$ cat config.mk
export PLATFORM = sky130hd
export DESIGN_NAME = bgpu_dispatch_ctrl_regs
export DESIGN_NICKNAME = d
export VERILOG_FILES = /design/src/rtl/bgpu_dispatch_pkg.sv /design/src/rtl/bgpu_dispatch_fsm.sv /design/src/rtl/bgpu_dispatch_ctrl_regs.sv
export SDC_FILE = /design/constraint.sdc
export NUM_CORES = 1
export LEC_CHECK = 0
export CORE_MARGIN = 2
export CORE_UTILIZATION = 50
export DETAILED_ROUTE_END_ITERATION = 12
export GPL_TIMING_DRIVEN = 1
export PLACE_DENSITY = 0.84
export SYNTH_ARGS = -nofsm -noshare
export SYNTH_HDL_FRONTEND = slang
export SYNTH_SLANG_ARGS = --single-unit
$ cat constraint.sdc
create_clock -name clk_i -period 6.85 [get_ports clk_i]
set_clock_uncertainty 0.2 [all_clocks]
set_input_delay 0.685 -clock clk_i [delete_from_list [all_inputs] [get_ports clk_i]]
set_output_delay 0.685 -clock clk_i [all_outputs]
set_load 0.01 [all_outputs]
$ cat src/rtl/bgpu_dispatch_pkg.sv
// Shared definitions for the dispatch control window.
// Holds register offsets, status bit positions, the FSM state type,
// the thread-block request bundle and a byte-enable merge helper.
package bgpu_dispatch_pkg;

   // Default widths. The tblock bundle is built from these, so the top-level
   // width parameters must keep these values.
   localparam int unsigned DispPcWidth     = 32;
   localparam int unsigned DispCntWidth    = 8;
   localparam int unsigned DispTgroupWidth = 8;

   // Byte offsets from the window base.
   localparam int unsigned DispPcOff     = 'h00;
   localparam int unsigned DispDpOff     = 'h04;
   localparam int unsigned DispNumOff    = 'h08;
   localparam int unsigned DispTgroupOff = 'h0C;
   localparam int unsigned DispCtrlOff   = 'h10;

   // CTRL/STATUS read layout.
   localparam int unsigned StatPendingBit  = 0;
   localparam int unsigned StatRunningBit  = 1;
   localparam int unsigned StatFinishedBit = 2;
   localparam int unsigned StatFinCntLsb   = 4;
   localparam int unsigned StatDispCntLsb  = 24;

   typedef enum logic [2:0] {
      DispIdle,
      DispLaunch,
      DispDispatch,
      DispWaitDone,
      DispDone
   } dispatch_state_e;

   typedef struct packed {
      logic [DispPcWidth-1:0]     pc;
      logic [DispPcWidth-1:0]     dp_addr;
      logic [DispCntWidth-1:0]    id;
      logic [DispTgroupWidth-1:0] tgroup;
   } tblock_req_t;

   // Replace the bytes of old selected by be with the bytes of wdata.
   function automatic logic [31:0] be_merge(input logic [31:0] old,
                                            input logic [31:0] wdata,
                                            input logic [3:0]  be);
      logic [31:0] r;
      r = old;
      for (int i = 0; i < 4; i++) begin
         if (be[i]) r[8*i +: 8] = wdata[8*i +: 8];
      end
      return r;
   endfunction

endpackage

$ cat src/rtl/bgpu_dispatch_fsm.sv
// Launch sequencer: walks IDLE -> LAUNCH -> DISPATCH -> WAIT_DONE -> DONE,
// offers one thread block per handshake and counts dispatches/completions.
// Ports:
//   clk, rst_n        clock, synchronous active-low reset
//   start             accepted CTRL write (only raised from IDLE/DONE)
//   num_tblocks       number of blocks to launch
//   tblock_ready      dispatcher accepts the offered block
//   tblock_done       one-cycle completion pulse
//   tblock_valid      block offered
//   start_pending, running, finished   status flags
//   dispatched_cnt, finished_cnt       progress counters
module bgpu_dispatch_fsm
   import bgpu_dispatch_pkg::*;
#(
   parameter int unsigned CntWidth = 8
) (
   input  logic                clk,
   input  logic                rst_n,
   input  logic                start,
   input  logic [CntWidth-1:0] num_tblocks,
   input  logic                tblock_ready,
   input  logic                tblock_done,
   output logic                tblock_valid,
   output logic                start_pending,
   output logic                running,
   output logic                finished,
   output logic [CntWidth-1:0] dispatched_cnt,
   output logic [CntWidth-1:0] finished_cnt
);

   dispatch_state_e state_q, state_d;
   logic hs, done_ok, idle_like, counting;

   assign idle_like = (state_q == DispIdle) || (state_q == DispDone);
   assign counting  = (state_q == DispDispatch) || (state_q == DispWaitDone);
   assign hs        = (state_q == DispDispatch) && tblock_ready;
   // Compare against the post-handshake dispatch count so a completion in the
   // same cycle as a handshake is kept; anything beyond that is dropped.
   assign done_ok   = tblock_done && counting &&
                      ({1'b0, finished_cnt} < ({1'b0, dispatched_cnt} + (CntWidth+1)'(hs)));

   always_ff @(posedge clk) begin
      if (!rst_n) state_q <= DispIdle;
      else        state_q <= state_d;
   end

   always_comb begin
      state_d      = state_q;
      tblock_valid = 1'b0;
      running      = 1'b0;
      finished     = 1'b0;
      unique case (state_q)
         DispIdle: begin
            if (start) state_d = DispLaunch;
         end
         DispLaunch: begin
            running = 1'b1;
            state_d = (num_tblocks == '0) ? DispDone : DispDispatch;
         end
         DispDispatch: begin
            running      = 1'b1;
            tblock_valid = 1'b1;
            if (hs && (dispatched_cnt + CntWidth'(1) == num_tblocks)) state_d = DispWaitDone;
         end
         DispWaitDone: begin
            running = 1'b1;
            if (finished_cnt == num_tblocks) state_d = DispDone;
         end
         DispDone: begin
            finished = 1'b1;
            if (start) state_d = DispLaunch;
         end
         default: state_d = DispIdle;
      endcase
   end

   always_ff @(posedge clk) begin
      if (!rst_n) begin
         start_pending  <= 1'b0;
         dispatched_cnt <= '0;
         finished_cnt   <= '0;
      end else if (start && idle_like) begin
         start_pending  <= 1'b1;
         dispatched_cnt <= '0;
         finished_cnt   <= '0;
      end else begin
         if (state_q == DispLaunch) start_pending <= 1'b0;
         if (hs)      dispatched_cnt <= dispatched_cnt + CntWidth'(1);
         if (done_ok) finished_cnt   <= finished_cnt + CntWidth'(1);
      end
   end

endmodule

$ cat src/rtl/bgpu_dispatch_ctrl_regs.sv
// Dispatch control register window on the SoC register bus.
// Decodes the 5-word window, holds the kernel launch configuration and
// hands the launch over to bgpu_dispatch_fsm.
// Ports:
//   clk_i, rst_ni          clock, synchronous active-low reset
//   req_*                  register request (always accepted)
//   rsp_*                  registered response, one cycle after the request
//   tblock_*               thread-block offer / handshake / done pulse
//   busy_o                 launch in progress
module bgpu_dispatch_ctrl_regs
   import bgpu_dispatch_pkg::*;
#(
   parameter int unsigned          AddrWidth      = 32,
   parameter logic [AddrWidth-1:0] BaseAddr       = 32'hFFFFFF00,
   parameter int unsigned          PcWidth        = DispPcWidth,
   parameter int unsigned          TblockCntWidth = DispCntWidth,
   parameter int unsigned          TgroupIdWidth  = DispTgroupWidth
) (
   input  logic                      clk_i,
   input  logic                      rst_ni,
   input  logic                      req_valid_i,
   output logic                      req_ready_o,
   input  logic [AddrWidth-1:0]      req_addr_i,
   input  logic                      req_we_i,
   input  logic [31:0]               req_wdata_i,
   input  logic [3:0]                req_be_i,
   output logic                      rsp_valid_o,
   output logic [31:0]               rsp_rdata_o,
   output logic                      rsp_error_o,
   output logic                      tblock_valid_o,
   input  logic                      tblock_ready_i,
   output logic [PcWidth-1:0]        tblock_pc_o,
   output logic [PcWidth-1:0]        tblock_dp_addr_o,
   output logic [TblockCntWidth-1:0] tblock_id_o,
   output logic [TgroupIdWidth-1:0]  tblock_tgroup_o,
   input  logic                      tblock_done_i,
   output logic                      busy_o
);

   logic [PcWidth-1:0]        pc_q, dp_q;
   logic [TblockCntWidth-1:0] num_q, disp_cnt, fin_cnt;
   logic [TgroupIdWidth-1:0]  tg_q;
   logic                      pending, running, finished;

   logic [AddrWidth-1:0] off;
   logic                 in_win, aligned, is_ctrl, is_cfg, err, start, cfg_we;
   logic [31:0]          rdata;
   tblock_req_t          tb_req;

   assign req_ready_o = 1'b1;

   // Addresses below the base wrap to a large offset, so one compare
   // covers both ends of the window.
   assign off     = req_addr_i - BaseAddr;
   assign in_win  = off <= AddrWidth'(DispCtrlOff);
   assign aligned = off[1:0] == 2'b00;
   assign is_ctrl = off == AddrWidth'(DispCtrlOff);
   assign is_cfg  = in_win && !is_ctrl;

   assign err = !in_win || !aligned ||
                (req_we_i && is_cfg && running) ||
                (req_we_i && is_ctrl && (running || pending));

   assign start  = req_valid_i && req_we_i && is_ctrl && !err;
   assign cfg_we = req_valid_i && req_we_i && is_cfg && !err;

   always_comb begin
      rdata = '0;
      unique case (off[4:0])
         5'(DispPcOff):     rdata = 32'(pc_q);
         5'(DispDpOff):     rdata = 32'(dp_q);
         5'(DispNumOff):    rdata = 32'(num_q);
         5'(DispTgroupOff): rdata = 32'(tg_q);
         5'(DispCtrlOff): begin
            rdata[StatPendingBit]                        = pending;
            rdata[StatRunningBit]                        = running;
            rdata[StatFinishedBit]                       = finished;
            rdata[StatFinCntLsb  +: TblockCntWidth]      = fin_cnt;
            rdata[StatDispCntLsb +: TblockCntWidth]      = disp_cnt;
         end
         default: rdata = '0;
      endcase
   end

   always_ff @(posedge clk_i) begin
      if (!rst_ni) begin
         pc_q        <= '0;
         dp_q        <= '0;
         num_q       <= '0;
         tg_q        <= '0;
         rsp_valid_o <= 1'b0;
         rsp_error_o <= 1'b0;
         rsp_rdata_o <= '0;
      end else begin
         rsp_valid_o <= req_valid_i;
         rsp_error_o <= req_valid_i && err;
         rsp_rdata_o <= (req_valid_i && !req_we_i && !err) ? rdata : '0;
         if (cfg_we) begin
            unique case (off[4:0])
               5'(DispPcOff):     pc_q  <= PcWidth'(be_merge(32'(pc_q), req_wdata_i, req_be_i));
               5'(DispDpOff):     dp_q  <= PcWidth'(be_merge(32'(dp_q), req_wdata_i, req_be_i));
               5'(DispNumOff):    num_q <= TblockCntWidth'(be_merge(32'(num_q), req_wdata_i, req_be_i));
               5'(DispTgroupOff): tg_q  <= TgroupIdWidth'(be_merge(32'(tg_q), req_wdata_i, req_be_i));
               default: ;
            endcase
         end
      end
   end

   bgpu_dispatch_fsm #(
      .CntWidth(TblockCntWidth)
   ) u_fsm (
      .clk           (clk_i),
      .rst_n         (rst_ni),
      .start         (start),
      .num_tblocks   (num_q),
      .tblock_ready  (tblock_ready_i),
      .tblock_done   (tblock_done_i),
      .tblock_valid  (tblock_valid_o),
      .start_pending (pending),
      .running       (running),
      .finished      (finished),
      .dispatched_cnt(disp_cnt),
      .finished_cnt  (fin_cnt)
   );

   assign tb_req = '{pc: pc_q, dp_addr: dp_q, id: disp_cnt, tgroup: tg_q};

   assign tblock_pc_o      = tb_req.pc;
   assign tblock_dp_addr_o = tb_req.dp_addr;
   assign tblock_id_o      = tb_req.id;
   assign tblock_tgroup_o  = tb_req.tgroup;
   assign busy_o           = running;

endmodule

==> impl_metrics.py <==
metrics = {
    "synthesis": {
        "synth_area_per_cell_sq_um": 9.39,
        "synth_ff_type": "dfxtp_1",
        "async_flop_share": 0,
        "yosysSeqAreaShare": 0.405,
        "synth_warnings": 0,
        "syn_nets": 790,
        "ys_types": 56,
        "netlist_area_sq_mm": 0.00662,
        "synth_enable_flop_cells": 0,
        "syn_inst": 705,
        "synth_seq_cells": 134,
    },
    "setup_path": {
        "startpoint_type": "input port",
        "r2r-start": "u_fsm.state_q[1]$_SDFFE_PN0P_",
        "path_class": "input port to flip-flop",
        "cp_slowest_cell": "nor4_2",
        "crit_chain": "clkdlybuf4s50_1 -> nor2_1 -> inv_1 -> o21a_1 -> nor4_2 -> nand3_1 -> nor4_4 -> mux2i_1",
        "end_kind": "flip-flop",
        "max_stage_delay_ps": 770,
        "worstPathRequired_ps": 6990,
        "reg2reg_depth": 16,
        "worstPathArrival_ps": 4420,
        "critPathMaxFanout": 12,
        "r2r-end": "u_fsm.finished_cnt[7]$_SDFFE_PP0P_",
        "rrSetupSlack_ps": 2870,
    },
    "floorplan": {
        "num_rows": 42,
        "dieWidth_um": 119,
        "initial_core_util": 0.506,
        "die_y_um": 119,
        "coreArea_sq_mm": 0.0131,
        "fp.dieArea_sq_mm": 0.0142,
        "ioPinCount": 191,
    },
    "sta": {
        "drv_slew": 0,
        "period_share": 0.624,
        "hold_ws_ps": 270,
        "tns_ps": 0,
        "period_minus_slack_ps": 4280,
        "finalWorstSetupSlack_ps": 2570,
        "setup_viol": 0,
        "worstMarginPinSlew_ps": 1210,
        "max_freq_mhz": 234,
        "timing.slew.headroom": 0.192,
        "hold_violations": 0,
        "rsz0062_at_grt": "no",
    },
    "cts": {
        "cts_root_buf": "clkbuf_16",
        "numClockSinks": 134,
        "cts_resized": 0,
        "cts_buffer_depth": 2,
        "clock_latency_ps": 420,
        "cts_inserted_buffers": 17,
        "cts_tree": "built",
        "path_clk_slew_ps": 60,
        "htree_levels": 4,
        "post-cts-setup-buffers": 0,
        "postCtsHoldBufs": 0,
    },
    "power": {
        "vdd_drop_max_mv": 0.144,
        "power_density_mw_per_mm2": 191,
        "p_leak_nw": 3.08,
    },
    "final_layout": {
        "final_cell_mix": "clkdlybuf4s50_1 (188), nand2_1 (134), dfxtp_1 (134)",
        "final_common_cell": "clkdlybuf4s50_1",
        "syn_to_final_growth_pct": 37.8,
        "n_antenna_cell": 0,
        "final_core_util": 0.697,
        "drive_above_1_share": 0.106,
        "nets": 958,
    },
    "global_routing": {
        "grt_pass1_vias": 5810,
        "grt_use_total": 0.270,
        "antenna_found_initial": 0,
        "grt_pass1_wl_mm": 30.2,
        "grt_max_degree": 63,
        "gr-total-overflow": 0,
    },
    "detailed_routing": {
        "route.detailed.drc": 0,
        "drtIter0Drc": 536,
        "ant_nets": 0,
        "avgRoutedWirePerCell_um": 18.0,
        "routed_via_density": 5.64,
        "firstDrtPassIters": 6,
        "num_vias": 5989,
        "postRouteWirelength_mm": 19.1,
    },
    "placement": {
        "port-buffer-count": 189,
        "post-place-ws_ps": 2280,
        "gp_congestion": 0.880,
        "dp_hpwl_mm": 13.4,
    },
    "flow_run": {
        "drv_cap": 0,
    },
    "status": {
        "status": "finished, final reports clean",
    },
    "min_path": {
        "hp-class": "flip-flop to flip-flop",
        "holdPathStages": 2,
        "min_from": "tblock_pc_o[22]$_SDFFE_PN0P_",
        "whs_endpoint": "tblock_pc_o[22]$_SDFFE_PN0P_",
    },
}
cells in the mapped netlist, drive strengths merged (2+ instances only):
library cell    n  share of area
clkbuf         34          0.019
buf            11          0.013
o21a            4         0.0045
nand3          26          0.020
dfxtp         134           0.41
inv             9         0.0051
or2             2         0.0019
a221oi          5         0.0066
and4            2         0.0026
and3            3         0.0028
or3             3         0.0028
nand4           7         0.0076
nand3b          2         0.0023
xor2           17          0.022
a31oi           3         0.0028
a222oi         12          0.018
nor4           17          0.040
nor2           45          0.026
mux4            2         0.0068
nor2b           7         0.0066
mux2i          82           0.12
or4             2         0.0023
o21ai           8         0.0072
mux2            6          0.010
nand2b          3         0.0028
nor3b           2         0.0023
ha             11          0.021
xnor2          24          0.032
nand2         134          0.076
o211ai          2         0.0023
nor3           42          0.056
a22oi          19          0.022
a21oi          11         0.0083
o22ai           2         0.0019
worst max path at each step:
stage / start / to / slack (ps) / cells after the start
2_1_floorplan: u_fsm.state_q[1]$_SDFFE_PN0P_ / u_fsm.finished_cnt[7]$_SDFFE_PP0P_ / 3330 / 16
3_3_place_gp: req_addr_i[19] / rsp_error_o$_SDFF_PN0_ / 2340 / 8
3_5_place_dp: req_addr_i[19] / rsp_error_o$_SDFF_PN0_ / 2280 / 8
4_1_cts: req_addr_i[2] / tblock_pc_o[17]$_SDFFE_PN0P_ / 2620 / 8
5_1_grt: req_addr_i[2] / tblock_pc_o[17]$_SDFFE_PN0P_ / 2260 / 8
6_report: req_addr_i[2] / tblock_pc_o[17]$_SDFFE_PN0P_ / 2570 / 8
area by class of cell:
cell class              instances  area (sq um)
clock buffers                  22           454
clock inverters                 9           103
fillers                       988          3970
inverters                       9          33.8
multi-input cells             517          3700
flip-flops and latches        134          2680
well taps                     176           220
repair buffers                194          1930
report_power, final:
group          internal [W]  switching (W)  leakage, nW
clock              0.000540       0.000323        0.278
sequential         0.000780    0.000000159         1.08
combinational     0.0000490      0.0000518         1.72
registers in the layout, indices dropped and copies added, names as in the netlist:
| name | flops |
|---|---|
| u_fsm.state_q | 3 |
| rsp_valid_o | 1 |
| rsp_rdata_o | 32 |
| tblock_tgroup_o | 8 |
| u_fsm.start_pending | 1 |
| u_fsm.finished_cnt | 8 |
| num_q | 8 |
| u_fsm.dispatched_cnt | 8 |
| rsp_error_o | 1 |
| tblock_pc_o | 32 |
| tblock_dp_addr_o | 32 |
kinds of logic after synthesis:
group / count (synthesis) / share of synthesized area
simple gates: 301 / 0.257
buf+inv: 54 / 0.0370
fa+ha+maj: 11 / 0.0208
xor+xnor: 41 / 0.0543
flops: 134 / 0.405
other cells: 1 / 0.000567
mux: 90 / 0.141
compound gates: 73 / 0.0845
through the flow:
stage          power (W)  instance area (sq um)  instances
6_report         0.00174                   9120       1061
5_1_grt          0.00180                   9120       1061
4_1_cts          0.00175                   9120       1061
3_5_place_dp    0.000897                   8560       1030
3_3_place_gp    0.000896                   8560       1030
2_1_floorplan   0.000840                   6620        705
layer usage:
metal,part of all wire,global-route usage,up-vias,wire length [um]
li1,-,-,2845,-
met1,0.42,0.329,2875,8000
met2,0.48,0.451,217,9240
met3,0.066,0.0623,52,1250
met4,0.031,0.126,0,599
met5,0,0,-,0
critical path, delay by kind of cell:
kind,cells,cell delay [ps]
buffers and inverters,2,870
multiplexers,1,290
AO/OA/AOI/OAI,1,220
AND/OR/NAND/NOR,4,2340
No activity file was read; power rests on OpenSTA's default activity.
